`config.mk`:
```
export PLATFORM = sky130hd
export DESIGN_NAME = bcd_timer_ctrl
export DESIGN_NICKNAME = d
export VERILOG_FILES = /design/src/rtl/bcd_timer_ctrl.sv
export SDC_FILE = /design/constraint.sdc
export NUM_CORES = 1
export LEC_CHECK = 0
export BUFFER_PORTS_ARGS = -buffer_cell sky130_fd_sc_hd__buf_2
export CAP_MARGIN = 20
export CELL_PAD_IN_SITES_DETAIL_PLACEMENT = 1
export CELL_PAD_IN_SITES_GLOBAL_PLACEMENT = 1
export CORE_AREA = 2 2 80 82
export DETAILED_ROUTE_END_ITERATION = 7
export DIE_AREA = 0 0 82 84
export MAX_ROUTING_LAYER = met4
export PLACE_DENSITY_LB_ADDON = 0.25
export SETUP_SLACK_MARGIN = 0.4
export SYNTH_ARGS = -nofsm -noshare
export SYNTH_HDL_FRONTEND = slang
export SYNTH_SLANG_ARGS = --single-unit
```
`constraint.sdc`:
```
create_clock -name clk -period 3.9 [get_ports clk]
set_input_delay 0.78 -clock clk [delete_from_list [all_inputs] [get_ports clk]]
set_output_delay 0.78 -clock clk [all_outputs]
set_load 0.05 [all_outputs]
```
`src/rtl/bcd_timer_ctrl.sv`:
```
// Programmable up/down BCD timer: loads a sanitised preset, steps a cascaded
// decade chain once per prescaled interval, and holds on the terminal value.
module bcd_timer_ctrl #(
  parameter int DIGITS   = 4,
  parameter int PRESCALE = 1000,
  parameter int PS_W     = 10
) (
  input  logic                clk,
  input  logic                clr,
  input  logic                start,
  input  logic                abort,
  input  logic                pause,
  input  logic                up,
  input  logic [4*DIGITS-1:0] preset,
  output logic [4*DIGITS-1:0] q,
  output logic                tick,
  output logic                busy,
  output logic                done
);

  localparam int QW = 4 * DIGITS;

  localparam logic [1:0] S_IDLE = 2'd0;
  localparam logic [1:0] S_RUN  = 2'd1;
  localparam logic [1:0] S_HOLD = 2'd2;
  localparam logic [1:0] S_DONE = 2'd3;

  localparam logic [PS_W-1:0] PS_LAST = PS_W'(PRESCALE - 1);

  // Clamp any non-decimal digit to 9 so the chain always holds valid BCD.
  function automatic logic [QW-1:0] sanitise(input logic [QW-1:0] v);
    logic [QW-1:0] r;
    r = v;
    for (int i = 0; i < DIGITS; i++) begin
      if (v[4*i +: 4] > 4'd9) r[4*i +: 4] = 4'd9;
    end
    return r;
  endfunction

  // Full-chain increment/decrement; carry or borrow ripples through every digit
  // in a single evaluation so q only ever changes as a whole.
  function automatic logic [QW-1:0] bcd_step(input logic [QW-1:0] v, input logic dir_up);
    logic [QW-1:0] r;
    logic [3:0]    d;
    logic          c;
    r = v;
    c = 1'b1;
    for (int i = 0; i < DIGITS; i++) begin
      d = v[4*i +: 4];
      if (c) begin
        if (dir_up) begin
          if (d == 4'd9) begin
            d = 4'd0;
          end else begin
            d = d + 4'd1;
            c = 1'b0;
          end
        end else begin
          if (d == 4'd0) begin
            d = 4'd9;
          end else begin
            d = d - 4'd1;
            c = 1'b0;
          end
        end
      end
      r[4*i +: 4] = d;
    end
    return r;
  endfunction

  function automatic logic is_terminal(input logic [QW-1:0] v, input logic dir_up);
    logic all_nine;
    logic all_zero;
    all_nine = 1'b1;
    all_zero = 1'b1;
    for (int i = 0; i < DIGITS; i++) begin
      if (v[4*i +: 4] != 4'd9) all_nine = 1'b0;
      if (v[4*i +: 4] != 4'd0) all_zero = 1'b0;
    end
    return dir_up ? all_nine : all_zero;
  endfunction

  logic [1:0]      state, state_n;
  logic            dir, dir_n;
  logic [PS_W-1:0] ps, ps_n;
  logic [QW-1:0]   q_n;
  logic            tick_n;
  logic [QW-1:0]   load_val;
  logic [QW-1:0]   step_val;

  assign load_val = sanitise(preset);
  assign step_val = bcd_step(q, dir);

  // NOTE: every output of this block gets a default first, so no path can
  // leave one unassigned and infer a latch.
  always_comb begin
    state_n = state;
    dir_n   = dir;
    ps_n    = ps;
    q_n     = q;
    tick_n  = 1'b0;
    if (abort) begin
      state_n = S_IDLE;
      ps_n    = '0;
    end else if (start) begin
      q_n     = load_val;
      dir_n   = up;
      ps_n    = '0;
      state_n = is_terminal(load_val, up) ? S_DONE : S_RUN;
    end else begin
      case (state)
        S_RUN: begin
          if (pause) begin
            state_n = S_HOLD;
          end else if (ps == PS_LAST) begin
            ps_n   = '0;
            q_n    = step_val;
            tick_n = 1'b1;
            if (is_terminal(step_val, dir)) state_n = S_DONE;
          end else begin
            ps_n = ps + PS_W'(1);
          end
        end
        S_HOLD: begin
          if (!pause) state_n = S_RUN;
        end
        default: ;
      endcase
    end
  end

  // NOTE: sequential state uses non-blocking assignments so every register
  // samples the pre-edge values, independent of statement order.
  always_ff @(posedge clk) begin
    if (clr) begin
      state <= S_IDLE;
      dir   <= 1'b1;
      ps    <= '0;
      q     <= '0;
      tick  <= 1'b0;
      busy  <= 1'b0;
      done  <= 1'b0;
    end else begin
      state <= state_n;
      dir   <= dir_n;
      ps    <= ps_n;
      q     <= q_n;
      tick  <= tick_n;
      busy  <= (state_n == S_RUN) || (state_n == S_HOLD);
      done  <= (state_n == S_DONE);
    end
  end

endmodule

```
# [Word level (Yosys, flattened, before mapping)]
# Index checks and enable logic that the tools add are counted.
[word_totals] in_bits=22 reg_bits=32 out_inout_bits=19
[classes] add_sub_neg=9 bitwise_logic=3 n_mux=76 n_lt_le_gt_ge=4 eq_ne=19 n_reduce_logical=20
[ops] operator="$mux W4" count=19
[ops] operator="$mux W16" count=4
[ops] operator="$mux W1" count=44
[ops] operator="$ne A4 B4 Y1 const B" count=8
[ops] operator="$reduce_bool A4 Y1" count=8
[ops] operator="$add A4 B1 Y4 const B" count=4
[ops] operator="$eq A4 B4 Y1 const B" count=4
[ops] operator="$gt A4 B4 Y1 const B" count=4
[ops] operator="$logic_not A4 Y1" count=4
[ops] operator="$sub A4 B1 Y4 const B" count=4
[ops] operator="$mux W2" count=7
[ops] operator="$add A10 B1 Y10 const B" count=1
[ops] operator="$eq A10 B10 Y1 const B" count=1
[ops] operator="$mux W10" count=1
[ops] operator="$eq A2 B2 Y1 const B" count=3
[ops] operator="$reduce_or A5 Y1" count=1
[ops] operator="$eq A2 B1 Y1 const B" count=2
[ops] operator="$pmux W2 S2" count=1
[ops] operator="$reduce_and A2 Y1" count=2
[ops] operator="$reduce_and A4 Y1" count=1
[ops] operator="$reduce_bool A2 Y1" count=2
[ops] operator="$not A1 Y1" count=3
[ops] operator="$reduce_or A3 Y1" count=1
[ops] operator="$ne A2 B2 Y1 const B" count=1
[ops] operator="$logic_or A1 B1 Y1" count=1

# [Depth between registers and ports, before layout]
# Gate-level depths: netlist of the first run.
[logic_depth] word_depth=22 mapped_depth=11 ltp_nobuf=10

# [Worst setup path after synthesis of the first run]
# OpenSTA, ideal clock, no wires.
[synth_path] kind="register -> register" startpoint="register q[3]" endpoint="register busy" period_less_slack_ns=2.820 setup_ns=0.128 t_required_ns=3.772 setup_slack_ns=1.080 arrival_ns=2.692 path_stages_with_launch=11 path_buffers=1 cell_sequence="dfxtp_1 -> clkbuf_1 -> nand3_1 -> a22o_2 -> or2_4 -> o31ai_2 -> a2111oi_2 -> a31oi_1 -> nor2_1 -> ha_1 -> nor2b_1"
[synth_between] elab_chain_len=22 elab_cells_between_ends=51 classes_between="add/sub (2); eq/ne (7); mux (36); reduce/logical (6)"
[synth_rtl] item="start: declaration" line="15" source="output logic [4*DIGITS-1:0] q,"
[synth_rtl] item="start signal: assignment" line="148" source="q <= q_n;"
[synth_rtl] item="$sub A4 B1 Y4, or another cell as far along" line="62" source="d = d - 4'd1;"
[synth_rtl] item="$mux W4, or another cell as far along" line="59" source="if (d == 4'd0) begin"
[synth_rtl] item="$mux W4 / $mux W1 (equally long branches)" line="51" source="if (dir_up) begin"
[synth_rtl] item="$ne A4 B4 Y1, or another cell as far along" line="78" source="if (v[4*i +: 4] != 4'd9) all_nine = 1'b0;"
[synth_rtl] item="$mux W1, or another cell as far along (3 in a row)" line="78"
[synth_rtl] item="$mux W1, on equally long branches" line="78, 79"
[synth_rtl] item="$mux W1" line="116" source="end else if (ps == PS_LAST) begin"
[synth_rtl] item="$mux W1" line="114" source="if (pause) begin"
[synth_rtl] item="[5 not listed]"
[synth_rtl] item="$mux W2 *" line="116"
[synth_rtl] item="$mux W2 *" line="114"
[synth_rtl] item="$pmux W2 S2 *" line="112" source="case (state)"
[synth_rtl] item="$mux W2 *" line="106" source="end else if (start) begin"
[synth_rtl] item="$mux W2 *" line="103" source="if (abort) begin"
[synth_rtl] item="via state_n[0]" line="84" source="logic [1:0] state, state_n;"
[synth_rtl] item="$eq A2 B1 Y1 / $eq A2 B2 Y1 (equally long branches)" line="150" source="busy <= (state_n == S_RUN) || (state_n == S_HOLD);"
[synth_rtl] item="$logic_or A1 B1 Y1 *" line="150"
[synth_rtl] item="end signal: assignment" line="150"
[synth_rtl] item="end: declaration" line="17" source="output logic busy,"
# Mark *: on every way through the listed nets, which the timed path passes. The rest lies on a longest branch. The select of a mux whose other input is x is not followed.
# A chain may end at the register's enable or synchronous reset.

# [Final worst setup path of the first run]
[layout_path] startpoint="register q[0]" endpoint="register busy"
# The elaborated chain is that of the path after synthesis.

==> results of run 1 <==
## worst max-delay path: cells and delay by family, from the launching register on
family	cells	cell delay, ns
AOI/OAI and AO/OA	4	1.32
adders and majority gates	1	0.29
DFF	1	0.48
and+or+nand+nor	4	0.75
## final timing paths
check | startpoint | end | slack [ns] | cells after the start
worst max-delay path | q[0]$_SDFFE_PP0P_ | busy$_SDFF_PP0_ | 0.94 | 9
worst min-delay path | ps[7]$_SDFFE_PP0P_ | ps[7]$_SDFFE_PP0P_ | 0.52 | 2
worst max register to register | q[0]$_SDFFE_PP0P_ | busy$_SDFF_PP0_ | 0.94 | 9
worst min register to register | ps[7]$_SDFFE_PP0P_ | ps[7]$_SDFFE_PP0P_ | 0.52 | 2
## metal layers
metal	vias up	GRT usage, %
li1	1353	-
met1	1325	32.8
met2	65	42.7
met3	11	4.22
met4	0	7.42
met5	-	-
## state kept, by name, indices dropped and copies added (netlist names)
| name | cells |
|---|---|
| tick | 1 |
| q | 16 |
| state | 2 |
| dir | 1 |
| done | 1 |
| ps | 10 |
| busy | 1 |
## cell type report
cell class / count / area [um2]
clock buffers: 6 / 72.6
clock inverters: 2 / 35.0
fillers: 804 / 3210
inverters: 10 / 37.5
multi-input cells: 282 / 1770
flip-flops and latches: 32 / 641
well taps: 77 / 96.3
repair buffers: 44 / 230
## placed cells by master (no fill, tap or decap), types with 6 or more instances in the layout
cell	n
nor2_1	53
buf_2	40
dfxtp_1	32
nand2_1	23
nor3_1	23
a21oi_1	18
o21ai_0	17
a211oi_1	12
inv_1	10
nand3_1	10
xnor2_1	7
nor4_1	6
nand4_1	6
xor2_1	6
## Yosys cell counts, drive strengths merged, types with 5 or more instances
cell     n  share of area (%)
nor2    54                8.2
dfxtp   32                 25
nor3    26                5.6
clkbuf  25                3.6
nand2   23                3.3
a21oi   18                3.5
o21ai   18                3.5
a211oi  13                4.0
inv     10                1.5
nand3   10                1.9
nor4     7                2.3
xnor2    7                2.4
nand4    6                1.5
o31ai    6                2.3
xor2     6                2.0
buf      5                1.4
nand2b   5                1.2
or2      5                1.3
or3      5                1.4
## power by group through the flow
stage / Combinational (W) / Sequential [W] / Clock (W)
3_5_place_dp: 0.000209 / 0.000379 / 0
3_3_place_gp: 0.000205 / 0.000379 / 0
2_1_floorplan: 0.000139 / 0.000390 / 0
6_report: 0.000211 / 0.000373 / 0.000323
4_1_cts: 0.000210 / 0.000372 / 0.000330
5_1_grt: 0.000229 / 0.000378 / 0.000343
## cell families after synthesis
kind of cell    after synthesis
simple gates                161
compound gates              101
buf+inv                      40
flops                        32
xor+xnor                     13
fa+ha+maj                     4
mux                           3
## stage by stage
step / utilization (%) / power (W) / hold slack [ns] / worst slack, ns
2_1_floorplan: - / 0.000529 / 0.472 / 1.08
3_3_place_gp: 45.5 / 0.000584 / 0.499 / 1.09
3_5_place_dp: 45.5 / 0.000588 / 0.502 / 0.983
4_1_cts: 47.3 / 0.000912 / 0.515 / 0.952
5_1_grt: 47.3 / 0.000950 / 0.571 / 0.783
6_report: 47.3 / 0.000907 / 0.517 / 0.941
==> summary.txt, run 1 <==
Outcome
  – Status: completed

Logic synthesis
  – Synthesis-stage register bit count: 32
  – Synth Warn #: 0
  – Mapped Nets: 380
  – Mapped Area: 2580 um2
  – Mux contribution to synthesized area: 1.17%
  – Gate Count Post-Synth: 354
  – Post-synthesis simple-gate area fraction: 32.4%
  – Largest family of logic cells by synthesized area: simple AND/OR/NAND/NOR gates
  – Prevailing post-synth register cell: dfxtp_1
  – Synth Area in Adders: 1.94%
  – Post-synth EDFFs: 0
  – Sequential area share after synthesis: 24.9%
  – Syn_area_per_cell: 7.28 um2
  – Xor and xnor area share after synthesis: 4.42%
  – Compound-Gate Fraction of Synth Area: 28.7%
  – Async set-reset flop share out of synthesis: 0%
  – Library cells used by synthesis: 62

Setup path
  – CP max FO: 18
  – Critical setup path kind: flop to flop
  – Kind of end point of the critical path: flop
  – Critical Path AT: 3.13 ns
  – Critical Path RT: 4.07 ns
  – CP max stage delay: 0.49 ns
  – Slowest-stage cell, CP: a21boi_0
  – Worst-path cell chain: or3_4 > a21boi_0 > a41oi_1 > o22ai_1 > nor3_2 > a31oi_1 > nor2_1 > ha_1 > nor2b_1
  – CP startpoint kind: flop

STA
  – Fmax: 0.338 GHz
  – Clk_skew: 0.00730 ns
  – Tmin final: 2.96 ns
  – RSZ-0062 raised after global routing: false
  – Final number of hold-violating endpoints: 0
  – Setup TNS: 0 ns
  – Slew HR: 54.4%
  – Worst-margin pin slew: 0.684 ns
  – Max-slew violations: 0
  – Finish-stage setup viols: 0
  – Final period util: 75.9%

Place
  – Inst Count DP: 445
  – IO Port Bufs: 40
  – Final Wtd Congestion: 0.876
  – Final HPWL DP: 6120 um
  – Area post-placement: 2770 um2

Clock tree
  – Hold buffers post-CTS: 0
  – Clock buffer depth: 2
  – CTS HTree Levels: 2
  – Clock Latency Late Sink: 0.29 ns
  – Setup Buffers After CTS: 0
  – Root buffer cell: clkbuf_8
  – Clk sinks: 32
  – CTS tree: built
  – CTS clk-pin slew, worst paths: 0.07 ns
  – Total CTS buffers: 5
  – PostCTS Resize Cnt: 0

Detailed routing
  – Post-DRT Antenna Nets: 0
  – Pre-antenna DRT Iters: 4
  – DRT met1 WL: 3750 um
  – Final wirelength: 8370 um
  – Drt drc: 0
  – Initial drt markers: 206
  – Vias per cell: 6.08
  – Max Used Layer: met4
  – Met2 WL post-DR: 4170 um
  – DR vias: 2754
  – DR WL/cell: 18.5 um
  – Met3 WL post-DR: 338 um

Global route
  – Global-route wire length before repair: 13600 um
  – Total GRT Usage: 26.1%
  – Initial antenna violation count: 0
  – Vias in the first global route: 2723
  – Largest net degree at the start of global routing: 27
  – Remaining global-route overflow: 0

Power and ir drop
  – Pint: 0.000596 W
  – Reg power frac: 41.1%
  – Logic pwr share: 23.3%
  – Clock power share: 35.6%
  – Power per cell area: 315 nW/um2
  – Psw: 0.000310 W
  – Leak pwr: 1.03 nW
  – Switching Fraction: 34.2%
  – Worst VDD drop: 0.000179 V

Floorplanning
  – Die Span X: 82 um
  – Core area: 6100 um2
  – Die ar.: 6890 um2
  – Num ports: 41
  – Die height: 84 um
  – FP Rows: 29
  – Starting Density: 42.3%

Hold path
  – Hold WC Path Type: flop to flop

Finish
  – Share of layout cells above drive strength 1: 19.1%
  – Post-route design area: 2880 um2
  – # diodes: 0
  – Area Growth Syn to Fin: 11.8%
  – Post-route insts no fill: 453
  – Final nets: 401

Run
  – Max-cap violation count: 0
Power figures use the tool's default switching activity.
==> run 2: changes to the inputs <==
CORE_AREA = 2 2 83 85   (was 2 2 80 82)
DIE_AREA = 0 0 85 87   (was 0 0 82 84)
clock period = 2.95 ns   (was 3.9 ns; I/O delays follow)
==> summary.txt, run 2 (synthesis results as in run 1) <==
Outcome
  – Status: completed

Setup path
  – R2R Setup Slk: 0.35 ns (-0.59 ns)
  – CP startpoint kind: flop
  – Reg2Reg Capture Point: busy$_SDFF_PP0_
  – Critical Path RT: 3.11 ns (-0.96 ns)
  – Critical Path AT: 2.76 ns (-0.37 ns)
  – CP max FO: 6 (-12)
  – R2R depth: 9 (unchanged)
  – Worst R2R Start: q[3]$_SDFFE_PP0P_
  – Kind of end point of the critical path: flop
  – Critical setup path kind: flop to flop
  – CP startpoint: q[3]$_SDFFE_PP0P_

Detailed routing
  – Final wirelength: 8840 um (+5.7%)
  – DR WL/cell: 18.6 um (+0.79%)
  – Pre-antenna DRT Iters: 4 (unchanged)
  – Post-DRT Antenna Nets: 0 (unchanged)
  – Vias per cell: 6.01 (-1.1%)
  – DR vias: 2855 (+3.7%)
  – Drt drc: 0 (unchanged)
  – Initial drt markers: 130 (-37%)

Floorplanning
  – FP Rows: 30 (+3.4%)
  – Die Span X: 85 um (+3.7%)
  – Core area: 6570 um2 (+7.8%)
  – Die ar.: 7400 um2 (+7.4%)
  – Starting Density: 39.2% (-3.0 points)
  – Num ports: 41 (unchanged)
  – Die height: 87 um (+3.6%)

Place
  – Final Wtd Congestion: 0.900 (+2.7%)
  – IO Port Bufs: 40 (unchanged)
  – Final HPWL DP: 6250 um (+2.2%)

Finish
  – Filler instances: 836 (+4.0%)
  – Largest registers: q (16), ps (10), state (2)
  – Share of layout cells above drive strength 1: 29.9% (+11 points)
  – Max reg flops: 16 (unchanged)
  – Final nets: 420 (+4.7%)
  – # diodes: 0 (unchanged)
  – Multi-input gate area: 1940 um2 (+9.5%)
  – Top reg by flops: q
  – Seq. cell area: 671 um2 (+4.7%)
  – Most frequent cells in the layout: nor2_1 (51), buf_2 (40), nand2_1 (23)
  – Area Growth Syn to Fin: 25.0%
  – Most common cell after layout, fill and taps aside: nor2_1

Hold path
  – Hold Startpoint: ps[7]$_SDFFE_PP0P_
  – Hold path cells: 2 (unchanged)
  – Hold WC Path Type: flop to flop
  – Hold EP: ps[7]$_SDFFE_PP0P_

Clock tree
  – CTS tree: built
  – Root buffer cell: clkbuf_8
  – Clock buffer depth: 2 (unchanged)
  – CTS HTree Levels: 2 (unchanged)
  – Clock Latency Late Sink: 0.29 ns (about the same)
  – Clk sinks: 32 (unchanged)
  – Total CTS buffers: 5 (unchanged)
  – CTS clk-pin slew, worst paths: 0.07 ns (about the same)

STA
  – Fmax: 0.384 GHz (+14%)
  – Clk_skew: 0.0130 ns (+0.00571 ns)
  – Final hold slack: 0.513 ns (-0.00358 ns)
  – Final period util: 88.3% (+12 points)
  – Final number of hold-violating endpoints: 0 (unchanged)
  – Setup TNS: 0 ns (unchanged)
  – Worst-margin pin slew: 0.717 ns (+0.0335 ns)
  – Finish-stage setup viols: 0 (unchanged)
  – RSZ-0062 raised after global routing: true
  – Slew HR: 52.2% (-2.2 points)
  – Tmin final: 2.60 ns (-0.356 ns)
  – Max-slew violations: 0 (unchanged)

Power and ir drop
  – Power per cell area: 390 nW/um2 (+24%)
  – Pint: 0.000816 W (+37%)
  – Logic pwr share: 27.2% (+3.9 points)
  – Worst VDD drop: 0.000249 V (+39%)
  – Psw: 0.000440 W (+42%)
  – Reg power frac: 38.4% (-2.7 points)
  – Leak pwr: 1.18 nW (+15%)
  – Clock power share: 34.4% (-1.2 points)
  – Switching Fraction: 35.0% (+0.82 points)

Global route
  – Vias in the first global route: 2668 (-2.0%)
  – Total GRT Usage: 23.8% (-2.3 points)
  – Remaining global-route overflow: 0 (unchanged)
  – Global-route wire length before repair: 13600 um (+0.51%)
  – Initial antenna violation count: 0 (unchanged)
  – Largest net degree at the start of global routing: 24 (-11%)

Run
  – Max-cap violation count: 0 (unchanged)
==> run 2: how the worst max path moves through the flow <==
| stage | cells past startpoint | end |
|---|---|---|
| final | 9 | busy$_SDFF_PP0_ |
| after floorplan | 10 | busy$_SDFF_PP0_ |
| after global placement | 9 | busy$_SDFF_PP0_ |
| after detailed placement | 9 | busy$_SDFF_PP0_ |
| after CTS | 10 | busy$_SDFF_PP0_ |
| after global routing | 9 | busy$_SDFF_PP0_ |
==> run 2: layer usage <==
layer	global-route usage (%)	vias up	wire length [um]
met5	-	-	0
met4	8.80	0	211
met3	3.13	18	385
met2	38.5	67	4210
met1	30.3	1384	4030
li1	-	1386	-
==> run 2: power by group through the flow <==
stage	combinational [W]	sequential, W	clock [W]
after floorplan	0.000200	0.000515	0
after global placement	0.000307	0.000491	0
after detailed placement	0.000311	0.000493	0
after CTS	0.000318	0.000483	0.000440
after global routing	0.000366	0.000486	0.000458
final	0.000342	0.000482	0.000432
==> run 2: area by class of cell <==
class / count / share of cell area (%)
repair buffers: 63 / 11.5
multi-input cells: 282 / 60.1
clock inverters: 2 / 1.09
well taps: 80 / 3.11
clock buffers: 6 / 2.25
inverters: 10 / 1.16
flip-flops and latches: 32 / 20.8
==> run 2: what timing repair did <==
action / in CTS / in global routing
setup buffers: 0 / 9
pin swaps: 0 / 10
endpoints found under the setup margin: 3 / 3
hold buffers: 0 / 0
resized for setup: 7 / 12
==> run 2: stage by stage <==
| stage | cells | total power [W] | setup WS [ns] | instance area (um2) | utilization (%) |
|---|---|---|---|---|---|
| 6_report | 475 | 0.00126 | 0.346 | 3220 | 49.1 |
| 5_1_grt | 475 | 0.00131 | 0.227 | 3220 | 49.1 |
| 3_3_place_gp | 458 | 0.000799 | 0.292 | 2950 | 44.9 |
| 3_5_place_dp | 458 | 0.000804 | 0.246 | 2950 | 44.9 |
| 4_1_cts | 466 | 0.00124 | 0.352 | 3100 | 47.2 |
| 2_1_floorplan | 354 | 0.000716 | 0.398 | 2700 | - |
==> run 2: critical path: stages (launching register included) <==
cell,delay (ns)
dfxtp_4,0.37
or3_4,0.42
a22o_4,0.31
or2_4,0.28
a211oi_4,0.28
a2111oi_4,0.10
a31oi_1,0.24
nor2_1,0.08
ha_1,0.26
nor2b_1,0.12
